--- config.mk ---
export PLATFORM = sky130hd
export DESIGN_NAME = mem_port_arbiter_flat
export DESIGN_NICKNAME = d
export VERILOG_FILES = /design/src/rtl/mem_port_arbiter_pkg.sv /design/src/rtl/mem_port_arbiter_if.sv /design/src/rtl/mem_port_arbiter_wbuf_fifo.sv /design/src/rtl/mem_port_arbiter.sv /design/src/flat_wrapper.sv
export SDC_FILE = /design/constraint.sdc
export NUM_CORES = 1
export LEC_CHECK = 0
export ABC_AREA = 0
export CAP_MARGIN = 20
export CELL_PAD_IN_SITES_DETAIL_PLACEMENT = 1
export CELL_PAD_IN_SITES_GLOBAL_PLACEMENT = 2
export CORE_UTILIZATION = 39
export CTS_CLUSTER_DIAMETER = 30
export DETAILED_ROUTE_END_ITERATION = 8
export GPL_ROUTABILITY_DRIVEN = 0
export GPL_TIMING_DRIVEN = 1
export MAX_ROUTING_LAYER = met4
export PLACE_DENSITY = 0.88
export REMOVE_ABC_BUFFERS = 1
export SLEW_MARGIN = 40
export SYNTH_ARGS = -nofsm -noshare
export SYNTH_HDL_FRONTEND = slang
export SYNTH_SLANG_ARGS = --single-unit
--- constraint.sdc ---
create_clock -name clk -period 5.6 [get_ports clk]
set_clock_uncertainty 0.05 [all_clocks]
set_input_delay 1.4 -clock clk [delete_from_list [all_inputs] [get_ports clk]]
set_output_delay 1.4 -clock clk [all_outputs]
set_load 0.05 [all_outputs]
--- src/rtl/mem_port_arbiter_pkg.sv ---
// Shared types for the memory port arbiter:
// arbiter states and the posted-write buffer entry.
package mem_port_arbiter_pkg;

  localparam int P_XLEN       = 64;
  localparam int P_IALIGN     = 32;
  localparam int P_WBUF_DEPTH = 4;

  typedef enum logic [2:0] {
    IDLE,
    IF_RD,
    D_RD,
    WB_DRAIN,
    FENCE_WAIT
  } arb_state_t;

  typedef struct packed {
    logic [P_XLEN-1:0] addr;
    logic [P_XLEN-1:0] data;
  } wbuf_entry_t;

endpackage

--- src/rtl/mem_port_arbiter_if.sv ---
// Core-side and memory-side signals of the arbiter.
// master: the arbiter, slave: pipeline plus memory.
interface mem_port_arbiter_if
  import mem_port_arbiter_pkg::*;
#(
  parameter int XLEN   = P_XLEN,
  parameter int IALIGN = P_IALIGN
);

  logic              if_req;
  logic [XLEN-1:0]   if_addr;
  logic [IALIGN-1:0] if_rdata;
  logic              if_valid;
  logic              d_re;
  logic              d_we;
  logic [XLEN-1:0]   d_addr;
  logic [XLEN-1:0]   d_wdata;
  logic [XLEN-1:0]   d_rdata;
  logic              d_done;
  logic              fence_req;
  logic              fence_done;
  logic              stall;
  logic [XLEN-1:0]   mem_addr;
  logic [XLEN-1:0]   mem_wdata;
  logic              mem_re;
  logic              mem_we;
  logic [XLEN-1:0]   mem_rdata;
  logic              mem_ready;

  modport master (
    input  if_req, if_addr,
    input  d_re, d_we, d_addr, d_wdata,
    input  fence_req,
    input  mem_rdata, mem_ready,
    output if_rdata, if_valid,
    output d_rdata, d_done,
    output fence_done, stall,
    output mem_addr, mem_wdata,
    output mem_re, mem_we
  );

  modport slave (
    output if_req, if_addr,
    output d_re, d_we, d_addr, d_wdata,
    output fence_req,
    output mem_rdata, mem_ready,
    input  if_rdata, if_valid,
    input  d_rdata, d_done,
    input  fence_done, stall,
    input  mem_addr, mem_wdata,
    input  mem_re, mem_we
  );

endinterface

--- src/rtl/mem_port_arbiter_wbuf_fifo.sv ---
// Posted write buffer: circular FIFO of addr/data
// entries with head and head+1 read ports.
module wbuf_fifo
  import mem_port_arbiter_pkg::*;
#(
  parameter  int DEPTH = P_WBUF_DEPTH,
  localparam int AW    = $clog2(DEPTH)
) (
  input  logic        clk,
  input  logic        rst,
  input  logic        push_i,
  input  wbuf_entry_t din_i,
  input  logic        pop_i,
  output logic        full_o,
  output logic        empty_o,
  output logic [AW:0] count_o,
  output wbuf_entry_t head_o,
  output wbuf_entry_t head_nxt_o
);

  wbuf_entry_t   mem_q [DEPTH];
  logic [AW-1:0] wr_ptr_q;
  logic [AW-1:0] rd_ptr_q;
  logic [AW-1:0] rd_nxt;
  logic [AW:0]   cnt_q;
  logic          do_push;
  logic          do_pop;

  assign full_o     = cnt_q == (AW+1)'(DEPTH);
  assign empty_o    = cnt_q == '0;
  assign count_o    = cnt_q;
  assign do_push    = push_i & ~full_o;
  assign do_pop     = pop_i & ~empty_o;
  assign rd_nxt     = rd_ptr_q + AW'(1);
  assign head_o     = mem_q[rd_ptr_q];
  assign head_nxt_o = mem_q[rd_nxt];

  always_ff @(posedge clk or negedge rst) begin
    if (!rst) begin
      wr_ptr_q <= '0;
      rd_ptr_q <= '0;
      cnt_q    <= '0;
    end else begin
      if (do_push) wr_ptr_q <= wr_ptr_q + AW'(1);
      if (do_pop)  rd_ptr_q <= rd_nxt;
      if (do_push && !do_pop)
        cnt_q <= cnt_q + (AW+1)'(1);
      else if (do_pop && !do_push)
        cnt_q <= cnt_q - (AW+1)'(1);
    end
  end

  // contents need no reset: the pointers define validity
  always_ff @(posedge clk) begin
    if (do_push) mem_q[wr_ptr_q] <= din_i;
  end

endmodule

--- src/rtl/mem_port_arbiter.sv ---
// Shares one memory port between fetch and data traffic,
// with a posted write buffer and FENCE ordering.
module mem_port_arbiter
  import mem_port_arbiter_pkg::*;
#(
  parameter int XLEN       = P_XLEN,
  parameter int IALIGN     = P_IALIGN,
  parameter int WBUF_DEPTH = P_WBUF_DEPTH
) (
  input logic                clk,
  input logic                rst,
  mem_port_arbiter_if.master bus
);

  localparam int AW = $clog2(WBUF_DEPTH);

  arb_state_t        state_q;
  logic              mem_re_q;
  logic              mem_we_q;
  logic [XLEN-1:0]   mem_addr_q;
  logic [XLEN-1:0]   mem_wdata_q;
  logic [IALIGN-1:0] if_rdata_q;
  logic              if_valid_q;
  logic [XLEN-1:0]   d_rdata_q;
  logic              d_done_q;
  logic              fence_done_q;
  logic              acc_q;
  logic              full_entry_q;

  wbuf_entry_t wb_din;
  wbuf_entry_t wb_head;
  wbuf_entry_t wb_nxt;
  logic        wb_full;
  logic        wb_empty;
  logic [AW:0] wb_cnt;
  logic        push;
  logic        pop;
  logic        stall;
  logic        d_pend;
  logic        f_pend;
  logic        i_pend;
  logic        rdy;
  logic        stay;

  assign wb_din = '{addr: bus.d_addr, data: bus.d_wdata};
  assign rdy    = bus.mem_ready;
  assign push   = bus.d_we & ~acc_q & ~wb_full;
  assign pop    = (state_q == WB_DRAIN) & rdy;

  // a request whose done pulse is showing belongs to
  // the instruction now leaving, so it is not re-granted
  assign d_pend = bus.d_re & ~d_done_q;
  assign f_pend = bus.fence_req & ~fence_done_q;
  assign i_pend = bus.if_req & ~if_valid_q;

  assign stall = (bus.d_re & ~d_done_q)
               | (bus.d_we & ~acc_q)
               | (bus.fence_req & ~fence_done_q);

  assign stay = (wb_cnt > (AW+1)'(1))
              & (f_pend | d_pend | full_entry_q);

  wbuf_fifo #(.DEPTH(WBUF_DEPTH)) u_wbuf (
    .clk       (clk),
    .rst       (rst),
    .push_i    (push),
    .din_i     (wb_din),
    .pop_i     (pop),
    .full_o    (wb_full),
    .empty_o   (wb_empty),
    .count_o   (wb_cnt),
    .head_o    (wb_head),
    .head_nxt_o(wb_nxt)
  );

  always_ff @(posedge clk or negedge rst) begin
    if (!rst) begin
      state_q      <= IDLE;
      mem_re_q     <= 1'b0;
      mem_we_q     <= 1'b0;
      mem_addr_q   <= '0;
      mem_wdata_q  <= '0;
      if_rdata_q   <= '0;
      if_valid_q   <= 1'b0;
      d_rdata_q    <= '0;
      d_done_q     <= 1'b0;
      fence_done_q <= 1'b0;
      acc_q        <= 1'b0;
      full_entry_q <= 1'b0;
    end else begin
      if_valid_q   <= 1'b0;
      d_done_q     <= push;
      fence_done_q <= 1'b0;
      if (push)
        acc_q <= 1'b1;
      else if (!bus.d_we || !stall)
        acc_q <= 1'b0;
      unique case (state_q)
        IDLE: begin
          if (d_pend && wb_empty) begin
            state_q    <= D_RD;
            mem_re_q   <= 1'b1;
            mem_addr_q <= bus.d_addr;
          end else if (f_pend && wb_empty) begin
            state_q <= FENCE_WAIT;
          end else if (wb_full || f_pend || d_pend
                       || (!i_pend && !wb_empty)) begin
            state_q      <= WB_DRAIN;
            mem_we_q     <= 1'b1;
            mem_addr_q   <= wb_head.addr;
            mem_wdata_q  <= wb_head.data;
            full_entry_q <= wb_full;
          end else if (i_pend) begin
            state_q    <= IF_RD;
            mem_re_q   <= 1'b1;
            mem_addr_q <= bus.if_addr;
          end
        end
        IF_RD: begin
          if (rdy) begin
            state_q    <= IDLE;
            mem_re_q   <= 1'b0;
            if_rdata_q <= bus.mem_rdata[IALIGN-1:0];
            if_valid_q <= 1'b1;
          end
        end
        D_RD: begin
          if (rdy) begin
            state_q   <= IDLE;
            mem_re_q  <= 1'b0;
            d_rdata_q <= bus.mem_rdata;
            d_done_q  <= 1'b1;
          end
        end
        WB_DRAIN: begin
          if (rdy) begin
            if (stay) begin
              mem_addr_q  <= wb_nxt.addr;
              mem_wdata_q <= wb_nxt.data;
            end else begin
              state_q  <= IDLE;
              mem_we_q <= 1'b0;
            end
          end
        end
        FENCE_WAIT: begin
          state_q      <= IDLE;
          fence_done_q <= 1'b1;
        end
        default: state_q <= IDLE;
      endcase
    end
  end

  assign bus.mem_re     = mem_re_q;
  assign bus.mem_we     = mem_we_q;
  assign bus.mem_addr   = mem_addr_q;
  assign bus.mem_wdata  = mem_wdata_q;
  assign bus.if_rdata   = if_rdata_q;
  assign bus.if_valid   = if_valid_q;
  assign bus.d_rdata    = d_rdata_q;
  assign bus.d_done     = d_done_q;
  assign bus.fence_done = fence_done_q;
  assign bus.stall      = rst & stall;

endmodule

--- src/flat_wrapper.sv ---
// flat-port wrapper written by rule: the top's interface ports become plain ports
module mem_port_arbiter_flat import mem_port_arbiter_pkg::*;
#(
  parameter int XLEN       = P_XLEN,
  parameter int IALIGN     = P_IALIGN,
  parameter int WBUF_DEPTH = P_WBUF_DEPTH
)
  (clk, rst, bus_if_req, bus_if_addr, bus_d_re, bus_d_we, bus_d_addr, bus_d_wdata, bus_fence_req, bus_mem_rdata, bus_mem_ready, bus_if_rdata, bus_if_valid, bus_d_rdata, bus_d_done, bus_fence_done, bus_stall, bus_mem_addr, bus_mem_wdata, bus_mem_re, bus_mem_we);
  mem_port_arbiter_if #(.XLEN(XLEN), .IALIGN(IALIGN)) bus_i ();
  input logic clk;
  input logic rst;
  input wire logic [$bits(bus_i.if_req)-1:0] bus_if_req;
  input wire logic [$bits(bus_i.if_addr)-1:0] bus_if_addr;
  input wire logic [$bits(bus_i.d_re)-1:0] bus_d_re;
  input wire logic [$bits(bus_i.d_we)-1:0] bus_d_we;
  input wire logic [$bits(bus_i.d_addr)-1:0] bus_d_addr;
  input wire logic [$bits(bus_i.d_wdata)-1:0] bus_d_wdata;
  input wire logic [$bits(bus_i.fence_req)-1:0] bus_fence_req;
  input wire logic [$bits(bus_i.mem_rdata)-1:0] bus_mem_rdata;
  input wire logic [$bits(bus_i.mem_ready)-1:0] bus_mem_ready;
  output wire logic [$bits(bus_i.if_rdata)-1:0] bus_if_rdata;
  output wire logic [$bits(bus_i.if_valid)-1:0] bus_if_valid;
  output wire logic [$bits(bus_i.d_rdata)-1:0] bus_d_rdata;
  output wire logic [$bits(bus_i.d_done)-1:0] bus_d_done;
  output wire logic [$bits(bus_i.fence_done)-1:0] bus_fence_done;
  output wire logic [$bits(bus_i.stall)-1:0] bus_stall;
  output wire logic [$bits(bus_i.mem_addr)-1:0] bus_mem_addr;
  output wire logic [$bits(bus_i.mem_wdata)-1:0] bus_mem_wdata;
  output wire logic [$bits(bus_i.mem_re)-1:0] bus_mem_re;
  output wire logic [$bits(bus_i.mem_we)-1:0] bus_mem_we;
  assign bus_i.if_req = bus_if_req;
  assign bus_i.if_addr = bus_if_addr;
  assign bus_i.d_re = bus_d_re;
  assign bus_i.d_we = bus_d_we;
  assign bus_i.d_addr = bus_d_addr;
  assign bus_i.d_wdata = bus_d_wdata;
  assign bus_i.fence_req = bus_fence_req;
  assign bus_i.mem_rdata = bus_mem_rdata;
  assign bus_i.mem_ready = bus_mem_ready;
  assign bus_if_rdata = bus_i.if_rdata;
  assign bus_if_valid = bus_i.if_valid;
  assign bus_d_rdata = bus_i.d_rdata;
  assign bus_d_done = bus_i.d_done;
  assign bus_fence_done = bus_i.fence_done;
  assign bus_stall = bus_i.stall;
  assign bus_mem_addr = bus_i.mem_addr;
  assign bus_mem_wdata = bus_i.mem_wdata;
  assign bus_mem_re = bus_i.mem_re;
  assign bus_mem_we = bus_i.mem_we;
  mem_port_arbiter #(.XLEN(XLEN), .IALIGN(IALIGN), .WBUF_DEPTH(WBUF_DEPTH)) u_core (.clk(clk), .rst(rst), .bus(bus_i));
endmodule
==> impl_metrics.tcl <==
set metrics [dict create \
    stdcell_count 3846 \
    antenna_found_initial 16 \
    synthTopCellsByArea "edfxtp_1, dfrtp_1, mux4_2" \
    critical_path.startpoint "bus_d_re" \
    routed_wl_mm 106 \
    powerDensity_mw_per_mm2 710 \
    worstSkewPairLatency_ns 0.75 \
    final_util_pct 54.0 \
    layout_common_cells "edfxtp_1, clkdlybuf4s50_1, dfrtp_1" \
    ff2ff_setup_slack_ns 2.06 \
    die_x_um 293 \
    fillers 7695 \
    worstReg2RegStart "u_core.u_wbuf.count_o[1]" \
    layout_commonest_cell "edfxtp_1" \
    dpl.cell_count 3524 \
    rsz0062_at_grt "false" \
    initial_core_util_pct 39.4 \
    endpoint_kind "output pin" \
    area_growth_pct 37.0 \
    synth_seq_cells 753 \
    grt_pass1_wl_mm 160 \
    hold_violations 0 \
    max_slew_margin_pct 45.3 \
    cts_tree "done" \
    slew_viol_final 0 \
    clockBufferDepth 3 \
    min_from "u_core.bus.mem_wdata[36]" \
    cts.sinks 753 \
    ctsHoldBuffers 0 \
    dp_hpwl_mm 58.8 \
    vias 22560 \
    cts_root_buffer "clkbuf_16" \
    synth_area_per_cell_um2 16.3 \
    arrival_ns 3.33 \
    p_leak_nw 16.2 \
    fmax_ghz 0.209 \
    route.detailed.drc 0 \
    grt_pass1_vias 25349 \
    synth_top_area_share_pct 46.6 \
    outcome "completed" \
    drt_iter0_markers 1661 \
    async_flop_share_pct 32.0 \
    cts_setup_buffers 0 \
    cts.reportedPaths.clkPinSlew_ns 0.04 \
    num_rows 106 \
    placed_area_mm2 0.0393 \
    drv_cap 0 \
    ys_types 51 \
    grt_overflow 0 \
    dieArea_mm2 0.0858 \
    synth_edf_count 512 \
    ys_warn_count 0 \
    path_class "primary input to output pin" \
    netlist_area_mm2 0.0330 \
    core_area_mm2 0.0837 \
    first_pass_iters 5 \
    cp_data_required_time_ns 4.15 \
    grt_usage_pct 25.3 \
    min_period_over_period_pct 85.3 \
    worst_pin_slew_ns 0.820 \
    pin_count 493 \
    avgViaCountPerCell 5.87 \
    nets 2829 \
    seq_area_frac_synth_pct 64.9 \
    postLayoutCellArea_mm2 0.0452 \
    setup_violations 0 \
    holdWs_ns 0.428 \
    cp_max_fo 11 \
    cts_buffers 163 \
    yosys.area.top_type "edfxtp_1" \
    min_period_ns 4.78 \
    grt_max_degree 132 \
    power_mw 32.1 \
    htree_levels 4 \
    wl_per_cell_um 27.7 \
    drive_above_1_share_pct 28.4 \
    cts_resized 0 \
    ant_nets 0 \
    startpoint_type "primary input" \
    place.port_buffers 492 \
    netlist_instances 2023 \
    die_h_um 293 \
    synth_ff_type "edfxtp_1" \
    hold_class "register to register" \
    irDropWorstVdd_mv 0.523 \
]
where the power goes:
part | leakage [nW] | switching [mW] | internal [mW]
clock network | 2.79 | 3.34 | 6.69
registers | 7.53 | 1.00 | 7.57
logic | 5.88 | 8.30 | 5.19
stage by stage:
step | setup WS, ns | TNS, ns
6_report | 0.825 | 0
5_1_grt | 0.771 | 0
4_1_cts | 0.844 | 0
3_5_place_dp | 0.853 | 0
3_3_place_gp | 0.862 | 0
2_1_floorplan | -4.68 | -638.54
sequential cells by signal, summed over array words and instances (netlist names), 2 cells and up:
name                    count
u_core.bus.mem_addr        64
u_core.state_q              3
u_core.bus.d_rdata         64
u_core.u_wbuf.count_o       3
u_core.bus.mem_wdata       64
u_core.bus.if_rdata        32
u_core.u_wbuf.rd_ptr_q      2
u_core.u_wbuf.mem_q       512
u_core.u_wbuf.wr_ptr_q      2
kinds of logic after synthesis:
kind of cell,synth area share [%]
mux,16.4
flops,64.9
buf+inv,2.67
xor+xnor,0.159
simple gates,3.49
fa+ha+maj,0.341
compound gates,12.0
synthesized netlist by cell type, types with 2 or more instances:
| cell type | count |
|---|---|
| nor2_1 | 5 |
| o22ai_1 | 64 |
| buf_1 | 5 |
| clkbuf_1 | 88 |
| o21ai_0 | 7 |
| mux2_2 | 224 |
| a31oi_1 | 67 |
| dfrtp_1 | 241 |
| nand3_1 | 4 |
| mux4_2 | 128 |
| and2_1 | 4 |
| or2_2 | 2 |
| ha_1 | 9 |
| nor2b_1 | 3 |
| buf_4 | 4 |
| a21oi_1 | 5 |
| xnor2_1 | 5 |
| o22ai_2 | 2 |
| a21o_1 | 65 |
| o221ai_1 | 126 |
| inv_1 | 10 |
| or3_1 | 64 |
| o31ai_1 | 63 |
| buf_6 | 7 |
| nand2_1 | 139 |
| nand2b_1 | 8 |
| a221oi_1 | 9 |
| buf_2 | 75 |
| a221oi_2 | 55 |
| nor3b_1 | 3 |
| edfxtp_1 | 512 |
per-layer routing:
metal | global-route usage [%] | wire length (µm) | vias to the layer above
met2 | 42.5 | 55700 | 987
met4 | 9.65 | 2530 | 0
li1 | - | - | 9462
met1 | 29.8 | 40900 | 11923
met5 | - | 0 | -
met3 | 5.55 | 7260 | 188
worst max-delay path, stage by stage:
cell and delay [ns]:
clkdlybuf4s50_1 0.49, nand2b_1 0.29, a31oi_1 0.27, clkdlybuf4s50_1 0.88
worst paths after layout:
kind / end / cells past startpoint
max: bus_stall / 4
min: u_core.bus.mem_wdata[36] / 1
max reg2reg: u_core.bus.mem_addr[35] / 8
min reg2reg: u_core.bus.mem_wdata[36] / 1
max in group asynchronous: u_core.bus.d_rdata[3] / 4
min in group asynchronous: u_core.bus.mem_addr[43] / 2
area by class of cell:
cell class              count  area [µm²]  share of cell area (%)
flip-flops and latches    753       21400                    47.4
well taps                1134        1420                    3.14
clock buffers             194        4340                    9.59
diodes                     14        35.0                  0.0775
clock inverters           112        1440                    3.19
multi-input cells        1079       10800                    23.9
inverters                  11        46.3                   0.102
repair buffers            549        5730                    12.7
Note: power is estimated with default switching activity, not from simulation.
